File: config.mk
export PLATFORM = sky130hd
export DESIGN_NAME = bp_upd_ctrl
export DESIGN_NICKNAME = d
export VERILOG_FILES = /design/src/rtl/bp_upd_ctrl_pkg.sv /design/src/rtl/bp_upd_fifo.sv /design/src/rtl/bp_upd_ctrl.sv
export SDC_FILE = /design/constraint.sdc
export NUM_CORES = 1
export LEC_CHECK = 0
export CAP_MARGIN = 40
export CORE_UTILIZATION = 40
export CTS_CLUSTER_SIZE = 40
export DETAILED_ROUTE_END_ITERATION = 6
export PLACE_DENSITY_LB_ADDON = 0.12
export REMOVE_ABC_BUFFERS = 1
export SETUP_SLACK_MARGIN = 0.5
export SYNTH_ARGS = -nofsm -noshare
export SYNTH_HDL_FRONTEND = slang
export SYNTH_SLANG_ARGS = --single-unit
export TNS_END_PERCENT = 10
File: constraint.sdc
create_clock -name clk -period 4.2 [get_ports clk]
set_input_delay 0.42 -clock clk [delete_from_list [all_inputs] [get_ports clk]]
set_output_delay 0.42 -clock clk [all_outputs]
set_load 0.05 [all_outputs]
File: src/rtl/bp_upd_ctrl_pkg.sv
// ---------------------------------------------------------------------------
// bp_upd_ctrl_pkg
// Shared definitions for the branch-predictor update controller:
//   - controller FSM state encoding
//   - default table-clear sweep size (entries and index width)
//   - update-entry layout as stored in the update FIFO (71 bits)
// ---------------------------------------------------------------------------
package bp_upd_ctrl_pkg;

    localparam int CLR_ENTRIES_DEF = 64;
    localparam int CLR_BIT_DEF     = 6;

    localparam int PC_W        = 32;
    localparam int UPD_FLAGS_W = 4;
    localparam int UPD_PAD_W   = 3;
    localparam int UPD_ENTRY_W = 2 * PC_W + UPD_FLAGS_W + UPD_PAD_W;

    typedef enum logic [1:0] {
        ST_INIT  = 2'd0,
        ST_RUN   = 2'd1,
        ST_DRAIN = 2'd2,
        ST_CLEAR = 2'd3
    } upd_state_e;

    // rsvd is spare room in the entry; it is written as zero and never read.
    typedef struct packed {
        logic [UPD_PAD_W-1:0] rsvd;
        logic [PC_W-1:0]      pc;
        logic [PC_W-1:0]      target;
        logic                 branched;
        logic                 answ;
        logic                 answ_bht;
        logic                 answ_ghr;
    } upd_entry_t;

endpackage

File: src/rtl/bp_upd_fifo.sv
// ---------------------------------------------------------------------------
// bp_upd_fifo
// Synchronous update queue with a registered head entry.
//   clk, rst      : clock, synchronous active-high reset
//   push, wdata   : enqueue request and entry (ignored when full)
//   pop           : dequeue request (ignored when empty)
//   head          : current head entry, driven from a register
//   empty, full   : occupancy flags (pointers carry one extra wrap bit)
// ---------------------------------------------------------------------------
module bp_upd_fifo
    import bp_upd_ctrl_pkg::*;
#(
    parameter int DEPTH = 4
) (
    input  logic                   clk,
    input  logic                   rst,
    input  logic                   push,
    input  logic                   pop,
    input  logic [UPD_ENTRY_W-1:0] wdata,
    output logic [UPD_ENTRY_W-1:0] head,
    output logic                   empty,
    output logic                   full
);

    localparam int AW = (DEPTH > 1) ? $clog2(DEPTH) : 1;
    localparam logic [AW:0] PTR_ONE = (AW+1)'(1);

    logic [AW:0]            wr_ptr_q;
    logic [AW:0]            rd_ptr_q;
    logic [AW:0]            rd_ptr_nxt;
    logic [AW:0]            occ;
    logic [UPD_ENTRY_W-1:0] mem_q [DEPTH];
    logic [UPD_ENTRY_W-1:0] head_q;
    logic                   push_ok;
    logic                   pop_ok;
    logic                   last_one;

    assign empty      = (wr_ptr_q == rd_ptr_q);
    assign full       = (wr_ptr_q[AW] != rd_ptr_q[AW]) &&
                        (wr_ptr_q[AW-1:0] == rd_ptr_q[AW-1:0]);
    assign push_ok    = push && !full;
    assign pop_ok     = pop && !empty;
    assign rd_ptr_nxt = rd_ptr_q + PTR_ONE;
    assign occ        = wr_ptr_q - rd_ptr_q;
    assign last_one   = (occ == PTR_ONE);
    assign head       = head_q;

    always_ff @(posedge clk) begin
        if (push_ok) begin
            mem_q[wr_ptr_q[AW-1:0]] <= wdata;
        end
    end

    // head_q always mirrors the oldest valid entry. When the queue is empty,
    // or the last entry leaves while a new one arrives, the incoming entry
    // bypasses storage straight into the head register.
    always_ff @(posedge clk) begin
        if (rst) begin
            wr_ptr_q <= '0;
            rd_ptr_q <= '0;
            head_q   <= '0;
        end else begin
            if (push_ok) begin
                wr_ptr_q <= wr_ptr_q + PTR_ONE;
            end
            if (pop_ok) begin
                rd_ptr_q <= rd_ptr_nxt;
            end
            if (empty && push_ok) begin
                head_q <= wdata;
            end else if (pop_ok) begin
                if (!last_one) begin
                    head_q <= mem_q[rd_ptr_nxt[AW-1:0]];
                end else if (push_ok) begin
                    head_q <= wdata;
                end
            end
        end
    end

endmodule

File: src/rtl/bp_upd_ctrl.sv
// ---------------------------------------------------------------------------
// bp_upd_ctrl
// Branch-predictor update controller: queues resolved branches from EX,
// retires them into the predictor write port, and sequences full table
// clears after reset and on flush requests.
//   clk, rst                      : clock, synchronous active-high reset
//   ex_valid/ex_ready, ex_*       : resolved-branch offer from EX
//   flush_req                     : one-cycle request for a full clear
//   upd_valid/upd_ready, upd_*    : head-entry update to the predictor
//   clr_we, clr_idx               : table-clear write strobe and index
//   pred_en                       : IF1 may use predictions
//   busy                          : controller not in RUN
//   mispred_cnt, upd_cnt          : retired mispredictions / updates
//
// state    | meaning
// ---------+-----------------------------------------------------------
// ST_INIT  | post-reset sweep, clr_we over every table index
// ST_RUN   | normal operation, accept and retire updates
// ST_DRAIN | flush seen, retire queued updates, accept nothing
// ST_CLEAR | flush sweep, clr_we over every table index
// ---------------------------------------------------------------------------
module bp_upd_ctrl
    import bp_upd_ctrl_pkg::*;
#(
    parameter int DEPTH       = 4,
    parameter int CLR_ENTRIES = CLR_ENTRIES_DEF,
    parameter int CLR_BIT     = CLR_BIT_DEF
) (
    input  logic               clk,
    input  logic               rst,
    input  logic               ex_valid,
    output logic               ex_ready,
    input  logic [31:0]        ex_pc,
    input  logic [31:0]        ex_target,
    input  logic               ex_taken,
    input  logic               ex_answ,
    input  logic               ex_answ_bht,
    input  logic               ex_answ_ghr,
    input  logic               flush_req,
    output logic               upd_valid,
    input  logic               upd_ready,
    output logic [31:0]        upd_pc,
    output logic [31:0]        upd_wtarget,
    output logic               upd_branched,
    output logic               upd_answ,
    output logic               upd_answ_bht,
    output logic               upd_answ_ghr,
    output logic               clr_we,
    output logic [CLR_BIT-1:0] clr_idx,
    output logic               pred_en,
    output logic               busy,
    output logic [31:0]        mispred_cnt,
    output logic [31:0]        upd_cnt
);

    upd_state_e         state_q;
    upd_state_e         state_d;
    logic [CLR_BIT-1:0] clr_idx_q;
    logic               clr_last;
    logic               run;
    logic               push;
    logic               pop;
    logic               fifo_empty;
    logic               fifo_full;
    upd_entry_t         ex_entry;
    upd_entry_t         head_e;
    logic [31:0]        upd_cnt_q;
    logic [31:0]        mispred_cnt_q;
    logic               unused_rsvd;

    assign ex_entry = '{rsvd:     '0,
                        pc:       ex_pc,
                        target:   ex_target,
                        branched: ex_taken,
                        answ:     ex_answ,
                        answ_bht: ex_answ_bht,
                        answ_ghr: ex_answ_ghr};

    assign run      = (state_q == ST_RUN);
    assign ex_ready = run && !fifo_full && !flush_req;
    assign push     = ex_valid && ex_ready;
    assign pop      = !fifo_empty && upd_ready &&
                      (run || (state_q == ST_DRAIN));

    bp_upd_fifo #(
        .DEPTH (DEPTH)
    ) u_fifo (
        .clk   (clk),
        .rst   (rst),
        .push  (push),
        .pop   (pop),
        .wdata (ex_entry),
        .head  (head_e),
        .empty (fifo_empty),
        .full  (fifo_full)
    );

    assign upd_valid    = !fifo_empty;
    assign upd_pc       = head_e.pc;
    assign upd_wtarget  = head_e.target;
    assign upd_branched = head_e.branched;
    assign upd_answ     = head_e.answ;
    assign upd_answ_bht = head_e.answ_bht;
    assign upd_answ_ghr = head_e.answ_ghr;
    assign unused_rsvd  = ^head_e.rsvd;

    assign clr_last = (clr_idx_q == CLR_BIT'(CLR_ENTRIES - 1));
    assign clr_idx  = clr_idx_q;
    assign pred_en  = run;
    assign busy     = !run;

    always_ff @(posedge clk) begin
        if (rst) begin
            state_q <= ST_INIT;
        end else begin
            state_q <= state_d;
        end
    end

    always_comb begin
        state_d = state_q;
        clr_we  = 1'b0;
        case (state_q)
            ST_INIT, ST_CLEAR: begin
                clr_we = 1'b1;
                if (clr_last) begin
                    state_d = ST_RUN;
                end
            end
            ST_RUN: begin
                if (flush_req) begin
                    state_d = ST_DRAIN;
                end
            end
            ST_DRAIN: begin
                if (fifo_empty) begin
                    state_d = ST_CLEAR;
                end
            end
            default: state_d = ST_INIT;
        endcase
    end

    // The sweep index returns to zero at the end of every sweep so the
    // next CLEAR starts from the bottom of the table.
    always_ff @(posedge clk) begin
        if (rst) begin
            clr_idx_q <= '0;
        end else if (clr_we) begin
            clr_idx_q <= clr_last ? '0 : clr_idx_q + CLR_BIT'(1);
        end
    end

    always_ff @(posedge clk) begin
        if (rst) begin
            upd_cnt_q     <= '0;
            mispred_cnt_q <= '0;
        end else if (pop) begin
            upd_cnt_q <= upd_cnt_q + 32'd1;
            if (head_e.answ != head_e.branched) begin
                mispred_cnt_q <= mispred_cnt_q + 32'd1;
            end
        end
    end

    assign upd_cnt     = upd_cnt_q;
    assign mispred_cnt = mispred_cnt_q;

endmodule

# Word-level counts from Yosys, hierarchy flattened
# Memory sizes are Yosys's and may differ from the RTL's.
# Cells that the tools add are included.
[totals]
in_bits = 73
mem_count = 1
word_cells = 59
ff_bits = 146
ram_bits = 272
output_inout_bits = 143
[mem_list]
columns = ["name", "depth", "word_bits", "rd", "rd_ports_with_merged_regs", "write_ports", "line_no", "rtl"]
rows = [
  ["u_fifo.mem_q", 4, 68, 1, 0, 1, "bp_upd_fifo.sv:32", "logic [UPD_ENTRY_W-1:0] mem_q [DEPTH];"],
]
[op_classes]
n_reduce_logical = 20
n_mux = 12
addsub = 6
eq_ne = 13
[ops]
columns = ["operator", "n"]
rows = [
  ["$mux 68", 4],
  ["$add 32x1->32 const B", 2],
  ["$logic_and 1x1->1", 9],
  ["$add 3x1->3 const B", 2],
  ["$add 6x1->6 const B", 1],
  ["$eq 6x6->1 const B", 1],
  ["$mux 2", 3],
  ["$mux 6", 1],
  ["$pmux 2 s3", 1],
  ["$eq 2x2->1 const B", 2],
  ["$logic_not 1->1", 4],
  ["$ne 2x2->1 const B", 2],
  ["$reduce_and 2->1", 2],
  ["$eq 3x1->1 const B", 1],
  ["$eq 3x3->1", 1],
  ["$mux 1", 3],
  ["$ne 3x2->1 const B", 1],
  ["$reduce_and 3->1", 1],
  ["$sub 3x3->3", 1],
  ["$eq 2x1->1 const B", 1],
  ["$eq 2x2->1", 1],
  ["$logic_not 2->1", 1],
  ["$ne 1x1->1", 2],
  ["$ne 2x1->1 const B", 1],
  ["other kinds (3)", 3],
]

# Longest topological paths before layout
# Gate-level depths: netlist (run 1).
[depth]
word_depth = 11
depth_mapped = 11
ltp_nobuf = 8

# Modules after synthesis
# Synthesis (run 1) repeated with hierarchy kept, for this count alone.
[unflattened]
hier_cells = 1156
hier_area_um2 = 17395.4
[modules_own_cells]
columns = ["mod", "n_inst", "cells_per_inst", "seq_area_each_um2", "area_per_inst_um2"]
rows = [
  ["bp_upd_fifo", 1, 755, 10069.7, 13988.4],
  ["bp_upd_ctrl", 1, 401, 1441.4, 3407.0],
]

# Worst setup path before layout (run 1)
# OpenSTA, ideal clock, no wires.
[synth_timing]
path_kind = "register to register"
from = "register u_fifo.wr_ptr_q[0]"
to = "memory u_fifo.mem_q[3][0] in the netlist's numbering, enable pin"
t_arrival_ps = 3087
path_stages_with_launch = 7
path_buffers = 1
required_ps = 3765
period_less_slack_ps = 3522
path_slack_ps = 678
setup_ps = 435
cell_sequence = "dfxtp_1 > inv_1 > ha_1 > and2_1 > clkbuf_1 > a21oi_1 > and2_1"
[synth_between]
elab_chain_len = 9
[synth_rtl]
columns = ["item", "line_no", "rtl"]
rows = [
  ["start: declaration", "bp_upd_fifo.sv:28", "logic [AW:0] wr_ptr_q;"],
  ["start signal: assignment", "bp_upd_fifo.sv:64", "wr_ptr_q <= wr_ptr_q + PTR_ONE;"],
  ["$eq 2x2->1", "bp_upd_fifo.sv:40", "(wr_ptr_q[AW-1:0] == rd_ptr_q[AW-1:0]);"],
  ["$logic_and 1x1->1", "bp_upd_fifo.sv:39", "assign full = (wr_ptr_q[AW] != rd_ptr_q[AW]) &&"],
  ["$logic_not 1->1", "bp_upd_fifo.sv:41, bp_upd_ctrl.sv:80", ""],
  ["$logic_and 1x1->1 (2 in a row)", "bp_upd_ctrl.sv:80", "assign ex_ready = run && !fifo_full && !flush_req;"],
  ["$logic_and 1x1->1", "bp_upd_ctrl.sv:81", "assign push = ex_valid && ex_ready;"],
  ["$logic_and 1x1->1", "bp_upd_fifo.sv:41", "assign push_ok = push && !full;"],
  ["$mux 1", "bp_upd_fifo.sv:49", "if (push_ok) begin"],
  ["$mux 1 (implied by the code)", "bp_upd_fifo.sv:50", "mem_q[wr_ptr_q[AW-1:0]] <= wdata;"],
  ["end: declaration", "bp_upd_fifo.sv:32", ""],
]
# Several ways; a longest one is shown, not always the timed one.

# Worst setup path after layout (run 1)
[layout_timing]
from = "register u_fifo.wr_ptr_q[0]"
to = "register u_fifo.head_q[37], in the netlist u_fifo.head[37]"
[layout_between]
elab_chain_len = 10
word_cells_on_any_way = 21
classes_between = "add/sub: 1; eq/ne: 4; mux: 3; reduce/logical: 13"
[layout_rtl]
columns = ["item", "line_no", "rtl"]
rows = [
  ["branches (longest 10 deep; another with $sub 3x3->3)", "n/a", ""],
  ["end signal: assignment", "bp_upd_fifo.sv:70", "head_q <= wdata;"],
  ["end signal: assignment", "bp_upd_fifo.sv:73", "head_q <= mem_q[rd_ptr_nxt[AW-1:0]];"],
  ["end signal: assignment", "bp_upd_fifo.sv:75", "head_q <= wdata;"],
  ["end: declaration", "bp_upd_fifo.sv:33", "logic [UPD_ENTRY_W-1:0] head_q;"],
]
# Several ways; the timed one is not identified. The select of a mux whose other input is x is not followed.
# A chain may end at the register's enable or synchronous reset.

==> impl_metrics.csv, run 1 <==
group,metric,value,unit
setup_path,crit_fanout,24,
run_status,status,"finished clean",
cells_and_area,diodes,0,
synthesis,synth-seq-cells,418,
floorplan,die_w,205,um
floorplan,coreArea,40100,um2
sta,layout_setup_ws,0.857,ns
floorplan,core.rowCount,73,
route,viasPerCell,5.26,
placed_design,gp_congestion,0.734,
clocking,root_buffer,"clkbuf_16",
clocking,cts_tree,"built",
clocking,h-tree-depth,2,
setup_path,crit_type,"flop to flop",
placed_design,dp_hpwl,22500,um
power,leakagePower,0.00665,uW
setup_path,critPathSlowestCell,"fa_1",
clocking,cts_buffer_depth,3,
hold_path,worstHoldStart,"rst",
floorplan,start_util,41.0,%
clocking,postCtsSetupRepairBufs,0,
synthesis,synthCells,1167,
global_routing,grt_first_pass_wirelength,58600,um
route,wl_per_cell,19.3,um
route,dr.pass1.iters,5,
route,drt_iter0_markers,606,
sta,grt_setup_unrepaired,"no",
floorplan,dieArea,41900,um2
route,num_vias,10200,
global_routing,grt_util_all_layers,18.3,%
setup_path,max_stage_delay,0.50,ns
placed_design,place_area,19200,um2
cells_and_area,fillers,3406,
setup_path,setup.worst_path.start_class,"flop",
route,routed_wl,37400,um
synthesis,yosysWarnings,0,
sta,slew_headroom,43.1,%
route,ant_nets,0,
sta,worstMarginPinSlew,0.854,ns
floorplan,die_h,205,um
cells_and_area,multi_input_area,5010,um2
sta,setup_tns,0,ns
synthesis,syn_area,16400,um2
sta,post-route-period-util,79.6,%
cells_and_area,layout-drive-gt1-share,12.0,%
synthesis,yosysSeqAreaShare,67.4,%
flow_run,maxCapViolCount,0,
synthesis,synth_cell_type_count,46,
route,drc,0,
setup_path,endpoint_kind,"flop",
clocking,insertion_delay,0.57,ns
cells_and_area,final_cell_mix,"edfxtp_1 (272), clkdlybuf4s50_1 (214), nand2_1 (164)",
global_routing,grt_overflow_total,0,
sta,skew,0.0110,ns
sta,fmax,299,MHz
global_routing,antenna_found_initial,2,
sta,finalSetupViolCount,0,
setup_path,cp.arrival,3.80,ns
setup_path,cp-startpoint,"u_fifo.wr_ptr_q[0]",
clocking,cts-buffers-inserted,45,
setup_path,timing.rr.start,"u_fifo.wr_ptr_q[0]",
synthesis,async_flop_share,0,%
clocking,ctsResizeCount,0,
setup_path,worstPathCellList,"inv_1, ha_1, fa_1, or3b_2, mux2i_1, or2_4, buf_4, nand2_1, a311oi_1",
synthesis,syn-mean-instance-area,14.1,um2
cells_and_area,areaGrowthSynthToFinish,25.7,%
synthesis,synth_top_flop_cell,"edfxtp_1",
setup_path,required,4.66,ns
global_routing,first_global_vias,9963,
cells_and_area,regArea,11100,um2
cells_and_area,finalInstanceArea,20700,um2
hold_path,worst_hold_path_type,"primary input to flop",
clocking,clkTransAtPathRegs,0.06,ns
sta,min_period,3.34,ns
clocking,cts.sinks,418,
sta,hold_violations,0,
global_routing,grt_max_degree,71,
power,irDropWorstVdd,326,uV
placed_design,pre_cts_ws,0.850,ns
cells_and_area,final_common_cell,"edfxtp_1",
synthesis,synth-edff-count,272,
placed_design,io_buffers,215,
floorplan,io_pins,216,
sta,final_max_slew_viol_count,0,
clocking,hold_buffers,0,
power,power,9420,uW
cells_and_area,num-nets-final,1466,
power,power.density,456,nW/um2
[metal layers]
layer | up-vias | track usage (%) | share of wire (%)
li1 | 4814 | - | -
met1 | 5084 | 24.7 | 45
met2 | 259 | 29.1 | 46
met3 | 51 | 4.88 | 6.4
met4 | 4 | 4.32 | 1.7
met5 | - | 0 | 0.080
[cells by family (layout without fill, tap and decap cells)]
kind of cell	Yosys count	count (layout)	share of synthesized area [%]
adder cells (fa/ha/maj)	13	13	1.03
flip-flops	418	418	67.4
AO/OA/AOI/OAI	114	114	5.25
AND/OR/NAND/NOR	410	410	11.2
multiplexers	72	72	9.56
XOR/XNOR	58	58	3.14
buffers and inverters	82	332	2.39
[path summary, 6_finish.rpt]
path | slack (ns) | cells past startpoint | endpoint
setup / recovery | 0.86 | 9 | u_fifo.head[37]
hold / removal | 0.42 | 2 | upd_cnt[21]
setup reg to reg | 0.86 | 9 | u_fifo.head[37]
hold reg to reg | 0.48 | 2 | upd_cnt[31]
[flip-flops by register name, indices dropped and copies added (netlist names)]
| name | flops |
|---|---|
| u_fifo.mem_q | 272 |
| clr_idx | 6 |
| mispred_cnt | 32 |
| u_fifo.head | 68 |
| upd_cnt | 32 |
| state_q | 2 |
| u_fifo.wr_ptr_q | 3 |
| u_fifo.rd_ptr_q | 3 |
[where the power goes]
group / switching, uW / internal [uW]
clock network: 1580 / 2230
logic: 709 / 351
registers: 64.0 / 4490
total: 2350 / 7070
[worst max-delay path, delay by kind of cell (launching register included)]
family                   cells  cell delay, ns
AO/OA/AOI/OAI                1            0.27
buffers and inverters        2            0.42
multiplexers                 1            0.44
AND/OR/NAND/NOR              3            1.01
flip-flops                   1            0.39
adder cells (fa/ha/maj)      2            0.70
[Yosys cell counts (2+ instances only)]
cell type,n,area (um2)
edfxtp_1,272,8170
nand2_1,164,616
dfxtp_1,146,2920
nor2_1,130,488
a311oi_1,68,596
mux4_2,68,1530
xor2_1,43,377
buf_2,32,160
clkbuf_1,32,120
nand3_1,28,140
nand4_1,24,150
a21oi_1,20,100
o21ai_0,14,70.1
or3_1,14,87.6
xnor2_1,14,123
ha_1,12,150
and2_1,11,68.8
and3_1,11,68.8
inv_1,9,33.8
and4_1,8,70.1
buf_4,6,45.0
nor3_1,5,25.0
a211oi_1,4,30.0
nor2b_1,4,25.0
buf_6,3,33.8
mux2i_1,3,30.0
nand3b_1,2,15.0
nor4_1,2,12.5
[layout make-up]
type	instances	share of cell area (%)
Multi-Input combinational cell	667	24.2
Timing Repair Buffer	239	11.9
Inverter	9	0.163
Clock buffer	68	6.16
Clock inverter	16	0.726
Tap cell	525	3.18
Sequential cell	418	53.7
[per-stage QoR]
| step | hold slack [ns] | util (%) | instances |
|---|---|---|---|
| after global routing | 0.431 | 51.5 | 1942 |
| after CTS | 0.400 | 51.5 | 1942 |
| after floorplan | 0.456 | - | 1094 |
| after detailed placement | 0.472 | 48.0 | 1858 |
| final | 0.420 | 51.5 | 1942 |
| after global placement | 0.465 | 47.9 | 1856 |
Power figures use the tool's default switching activity.
==> run 2, diff against run 1 <==
- clock period: 4.2 -> 3.1 ns (I/O delays scaled with it)
==> run 2 against run 1 <==
First-iteration DRC count fell by 24%; non-clock buffer count rose by 25; worst setup slack got worse by 0.32 ns; critical path type unchanged; power rose by 37%; critical endpoint is now u_fifo.head[44]; largest cell class unchanged.
==> impl_metrics.csv, run 2 (same netlist as run 1, synthesis figures left out) <==
group,metric,value,unit
power,clockPowerShare,40.1,%
sta,final_max_slew_viol_count,0,
power,p_sw,3260,uW
floorplan,dieArea,41900,um2
sta,worstMarginPinSlew,0.796,ns
floorplan,core.rowCount,73,
global_routing,first_global_vias,10200,
global_routing,grt_overflow_total,0,
route,viasPerCell,5.22,
sta,post-route-period-util,82.6,%
global_routing,grt_first_pass_wirelength,60400,um
run_status,status,"finished clean",
hold_path,min_path_cells,2,
setup_path,r2r_cells,10,
cells_and_area,final_cell_mix,"edfxtp_1 (272), clkdlybuf4s50_1 (211), nand2_1 (164)",
clocking,hold_buffers,0,
clocking,cts_tree,"built",
setup_path,crit_fanout,12,
global_routing,antenna_found_initial,4,
sta,hold_violations,0,
floorplan,die_w,205,um
sta,setup_tns,0,ns
clocking,h-tree-depth,2,
power,leakagePower,0.00682,uW
setup_path,endpoint_kind,"flop",
floorplan,start_util,41.0,%
sta,layout_setup_ws,0.541,ns
sta,finalSetupViolCount,0,
power,power.density,612,nW/um2
setup_path,timing.rr.start,"u_fifo.wr_ptr_q[0]",
sta,grt_setup_unrepaired,"yes",
power,p_sw_share,25.4,%
sta,min_period,2.56,ns
power,p_seq_share,47.9,%
power,internal-power,9610,uW
route,dr.pass1.iters,6,
cells_and_area,finalInstanceArea,21000,um2
placed_design,pre_cts_ws,0.0301,ns
cells_and_area,largest_register_ffs,272,
clocking,root_buffer,"clkbuf_16",
route,ant_nets,0,
cells_and_area,layout-drive-gt1-share,14.6,%
route,drt_iter0_markers,461,
clocking,insertion_delay,0.57,ns
power,pwr-share-comb,12.0,%
power,irDropWorstVdd,477,uV
hold_path,worst_hold_path_type,"primary input to flop",
cells_and_area,final_util,52.4,%
placed_design,place_area,19400,um2
setup_path,cp-startpoint,"u_fifo.wr_ptr_q[0]",
cells_and_area,num-nets-final,1493,
clocking,cts_buffer_depth,3,
hold_path,worstHoldStart,"rst",
setup_path,required,3.57,ns
clocking,cts-buffers-inserted,45,
floorplan,io_pins,216,
route,num_vias,10300,
floorplan,die_h,205,um
placed_design,gp_congestion,0.734,
clocking,cts.sinks,418,
flow_run,maxCapViolCount,0,
sta,whs,0.281,ns
floorplan,coreArea,40100,um2
global_routing,grt_max_degree,85,
route,routed_wl,38800,um
route,drc,0,
route,wl_per_cell,19.7,um
placed_design,io_buffers,215,
sta,slew_headroom,46.9,%
setup_path,setup.worst_path.start_class,"flop",
global_routing,grt_util_all_layers,18.9,%
cells_and_area,final_common_cell,"edfxtp_1",
sta,fmax,391,MHz
sta,skew,0.0209,ns
clocking,clkTransAtPathRegs,0.06,ns
cells_and_area,areaGrowthSynthToFinish,27.9,%
setup_path,crit_type,"flop to flop",
placed_design,dp_hpwl,23400,um
setup_path,cp.arrival,3.03,ns
cells_and_area,fillers,3394,
## run 2: cell count changes in the layout (fill, tap and decap cells not counted), sizes merged, moves of 3 or more
cell	before	now
buf	25	51
clkinvlp	0	3
clkdlybuf4s50	214	211
clkbuf	68	65
## run 2: path summary, 6_finish.rpt
kind / end / slack [ns]
max: u_fifo.head[44] / 0.54
min: upd_cnt[11] / 0.28
max reg2reg: u_fifo.head[44] / 0.54
min reg2reg: upd_cnt[31] / 0.48
## run 2: repair_timing
action | in CTS | in global routing
setup endpoints to repair | 76 | 73
gates cloned | 3 | 0
gates resized for setup | 12 | 7
endpoints found under the hold margin | 0 | 0
buffers inserted | 11 | 1
pin swaps | 6 | 2
## run 2: worst max-delay path, cell delays in order, from the launching register on
cell and delay, ns:
dfxtp_2 0.32, inv_1 0.06, ha_1 0.19, fa_1 0.49, or3b_4 0.39, mux2i_4 0.19
or2_4 0.24, buf_12 0.12, buf_12 0.12, nand2_1 0.06, a311oi_1 0.28
## run 2: routing by layer
layer	share of wire (%)	vias up	GRT usage, %	wire (um)
met5	0.14	-	0	53
met4	1.8	8	5.68	684
met3	4.5	55	3.77	1750
met2	47	217	30.5	18300
met1	46	5124	25.7	17900
li1	-	4874	-	-
## run 2: power groups by stage
| stage | sequential (uW) | clock, uW | combinational (uW) |
|---|---|---|---|
| floorplan | 6620 | 0 | 517 |
| CTS | 6180 | 5300 | 1560 |
| global placement | 6290 | 0 | 1460 |
| detailed placement | 6300 | 0 | 1480 |
| global route | 6190 | 5500 | 1670 |
| finish | 6170 | 5160 | 1550 |
## run 2: area by class of cell
| type | count | area (um2) | share of cell area, % |
|---|---|---|---|
| inverter | 9 | 33.8 | 0.161 |
| tap | 525 | 657 | 3.12 |
| timing repair buffer | 264 | 2760 | 13.1 |
| clock buffer | 64 | 1250 | 5.93 |
| clock inverter | 19 | 163 | 0.773 |
| multi-input combinational | 669 | 5070 | 24.1 |
| antenna | 1 | 2.50 | 0.0119 |
| sequential | 418 | 11100 | 52.8 |
## run 2: through the flow
step / instances / power [uW]
6_report: 1969 / 12900
5_1_grt: 1968 / 13400
2_1_floorplan: 1094 / 7140
3_3_place_gp: 1869 / 7760
3_5_place_dp: 1870 / 7770
4_1_cts: 1967 / 13000
==> run 3, diff against run 2 <==
- clock period: 3.1 -> 2.3 ns (I/O delays scaled with it)
==> run 3 against run 2 <==
The flow now finishes with violations (setup timing); utilization grew 4.1 points; clock power grew 31%; die area is the same; largest cell class unchanged.
==> impl_metrics.csv, run 3 (same netlist as run 1, synthesis figures left out) <==
group,metric,value,unit
setup_path,r2r_setup_slack,-0.23,ns
clocking,cts-buffers-inserted,45,
placed_design,dpl.cell_count,1907,
hold_path,min_path_cells,2,
global_routing,antenna_found_initial,3,
global_routing,grt_max_degree,51,
cells_and_area,layout-drive-gt1-share,25.6,%
sta,skew,0.0127,ns
setup_path,required,2.78,ns
setup_path,critPathTopFamily,"adder cells",
run_status,status,"finished with violations",
setup_path,endpoint_kind,"flop",
floorplan,io_pins,216,
setup_path,crit_fanout,8,
hold_path,worst_hold_path_type,"primary input to flop",
sta,setup_tns,-11.74,ns
placed_design,gp_congestion,0.762,
cells_and_area,areaGrowthSynthToFinish,37.8,%
route,ant_nets,0,
sta,fmax,395,MHz
floorplan,coreArea,40100,um2
route,dr.pass1.iters,7,
route,routed_wl,40500,um
clocking,cts.sinks,418,
power,power.density,778,nW/um2
clocking,cts_tree,"built",
hold_path,worstHoldStart,"rst",
clocking,root_buffer,"clkbuf_16",
setup_path,worstPathCellList,"inv_2, ha_4, fa_1, or3b_4, mux2i_2, or2_4, buf_12, clkbuf_16, nand2_1, a311oi_2",
clocking,clkTransAtPathRegs,0.06,ns
floorplan,start_util,41.0,%
cells_and_area,final_cell_mix,"edfxtp_1 (272), dfxtp_1 (141), dlymetal6s2s_1 (137)",
route,num_vias,10600,
placed_design,io_buffers,215,
setup_path,max_stage_delay,0.50,ns
sta,hold_violations,0,
clocking,insertion_delay,0.57,ns
hold_path,holdPathEnd,"upd_cnt[22]",
power,leakagePower,0.00988,uW
global_routing,grt_util_all_layers,18.9,%
sta,slew_headroom,56.4,%
sta,min_period,2.53,ns
global_routing,grt_first_pass_wirelength,60600,um
global_routing,grt_overflow_total,0,
cells_and_area,fillers,3297,
sta,worstMarginPinSlew,0.653,ns
setup_path,crit_type,"flop to flop",
cells_and_area,largest_register_ffs,272,
floorplan,die_h,205,um
sta,layout_setup_ws,-0.232,ns
setup_path,r2r_cells,10,
floorplan,die_w,205,um
setup_path,cp.arrival,3.01,ns
clocking,h-tree-depth,2,
setup_path,cp_num_buf_inv,3,
setup_path,setup.worst_path.start_class,"flop",
setup_path,critPathSlowestCell,"fa_1",
flow_run,maxCapViolCount,0,
route,viasPerCell,5.29,
sta,post-route-period-util,110,%
setup_path,path_depth,10,
cells_and_area,num-nets-final,1528,
setup_path,r2r-end,"u_fifo.head[8]",
global_routing,first_global_vias,10300,
sta,grt_setup_unrepaired,"yes",
route,drc,0,
clocking,cts_buffer_depth,3,
sta,finalSetupViolCount,68,
power,irDropWorstVdd,485,uV
route,wl_per_cell,20.2,um
floorplan,dieArea,41900,um2
route,drt_iter0_markers,669,
cells_and_area,stdcell_count,2005,
cells_and_area,final_common_cell,"edfxtp_1",
setup_path,timing.rr.start,"u_fifo.wr_ptr_q[0]",
sta,final_max_slew_viol_count,0,
placed_design,dp_hpwl,24900,um
run_status,violations,"setup timing",
floorplan,core.rowCount,73,
run 3: cell count changes in the layout (fill, tap and decap cells not counted), moves of 8 or more:
cell | before | now
a311oi_1 | 65 | 21
a311oi_2 | 3 | 47
buf_12 | 16 | 39
buf_8 | 0 | 9
clkdlybuf4s50_1 | 211 | 71
dlymetal6s2s_1 | 0 | 137
nand2_1 | 164 | 115
nand2_2 | 0 | 36
nand2_4 | 0 | 13
nand3_1 | 28 | 18
nand3_2 | 0 | 9
nor2_1 | 130 | 122
nor2_2 | 0 | 8
run 3: repair_timing:
action / 4_1_cts / 5_1_grt
pin swaps: 40 / 72
buffers inserted: 5 / 1
gates resized for setup: 66 / 281
hold buffers: 0 / 0
gates cloned: 1 / 6
setup endpoints to repair: 552 / 554
run 3: area by class of cell:
class                      instances  area (um2)  share of cell area [%]
sequential                       418       11100                    49.0
multi-input combinational        667        5700                    25.2
timing repair buffer             301        3800                    16.8
clock buffer                      62        1230                    5.44
tap                              525         657                    2.90
clock inverter                    22         130                   0.574
inverter                           9        36.3                   0.160
antenna                            1        2.50                  0.0110
run 3: metrics by stage:
step           area, um2  setup slack, ns  hold slack [ns]  utilization [%]  power (uW)
2_1_floorplan      16100            -7.28            0.299                -        9620
3_5_place_dp       19900           -0.396            0.489             49.7       10600
6_report           22700           -0.232            0.129             56.5       17600
5_1_grt            22700           -0.308            0.142             56.5       18300
4_1_cts            21600           -0.229            0.106             53.8       17600
3_3_place_gp       19900           -0.264            0.476             49.7       10600
run 3: metal layers:
metal  global-route usage [%]  up-vias  share of wire (%)
met2                     29.8      225                 47
li1                         -     4945                  -
met4                     5.62        6                1.8
met1                     26.5     5380                 46
met3                     3.64       54                4.9
met5                        0        -               0.11
run 3: worst max-delay path by stage:
| stage | startpoint | to | slack [ns] |
|---|---|---|---|
| 3_5_place_dp | u_fifo.wr_ptr_q[0] | u_fifo.head[8] | -0.40 |
| 6_report | u_fifo.wr_ptr_q[0] | u_fifo.head[8] | -0.23 |
| 3_3_place_gp | u_fifo.wr_ptr_q[0] | u_fifo.head[43] | -0.26 |
| 2_1_floorplan | u_fifo.rd_ptr_q[0] | u_fifo.head[0] | -7.28 |
| 5_1_grt | u_fifo.wr_ptr_q[0] | u_fifo.head[8] | -0.31 |
| 4_1_cts | u_fifo.wr_ptr_q[0] | u_fifo.head[8] | -0.23 |
run 3: power by group:
group / internal [uW] / total (uW) / switching (uW)
clock: 3860 / 6740 / 2880
combinational: 1010 / 2560 / 1540
sequential: 8210 / 8330 / 119
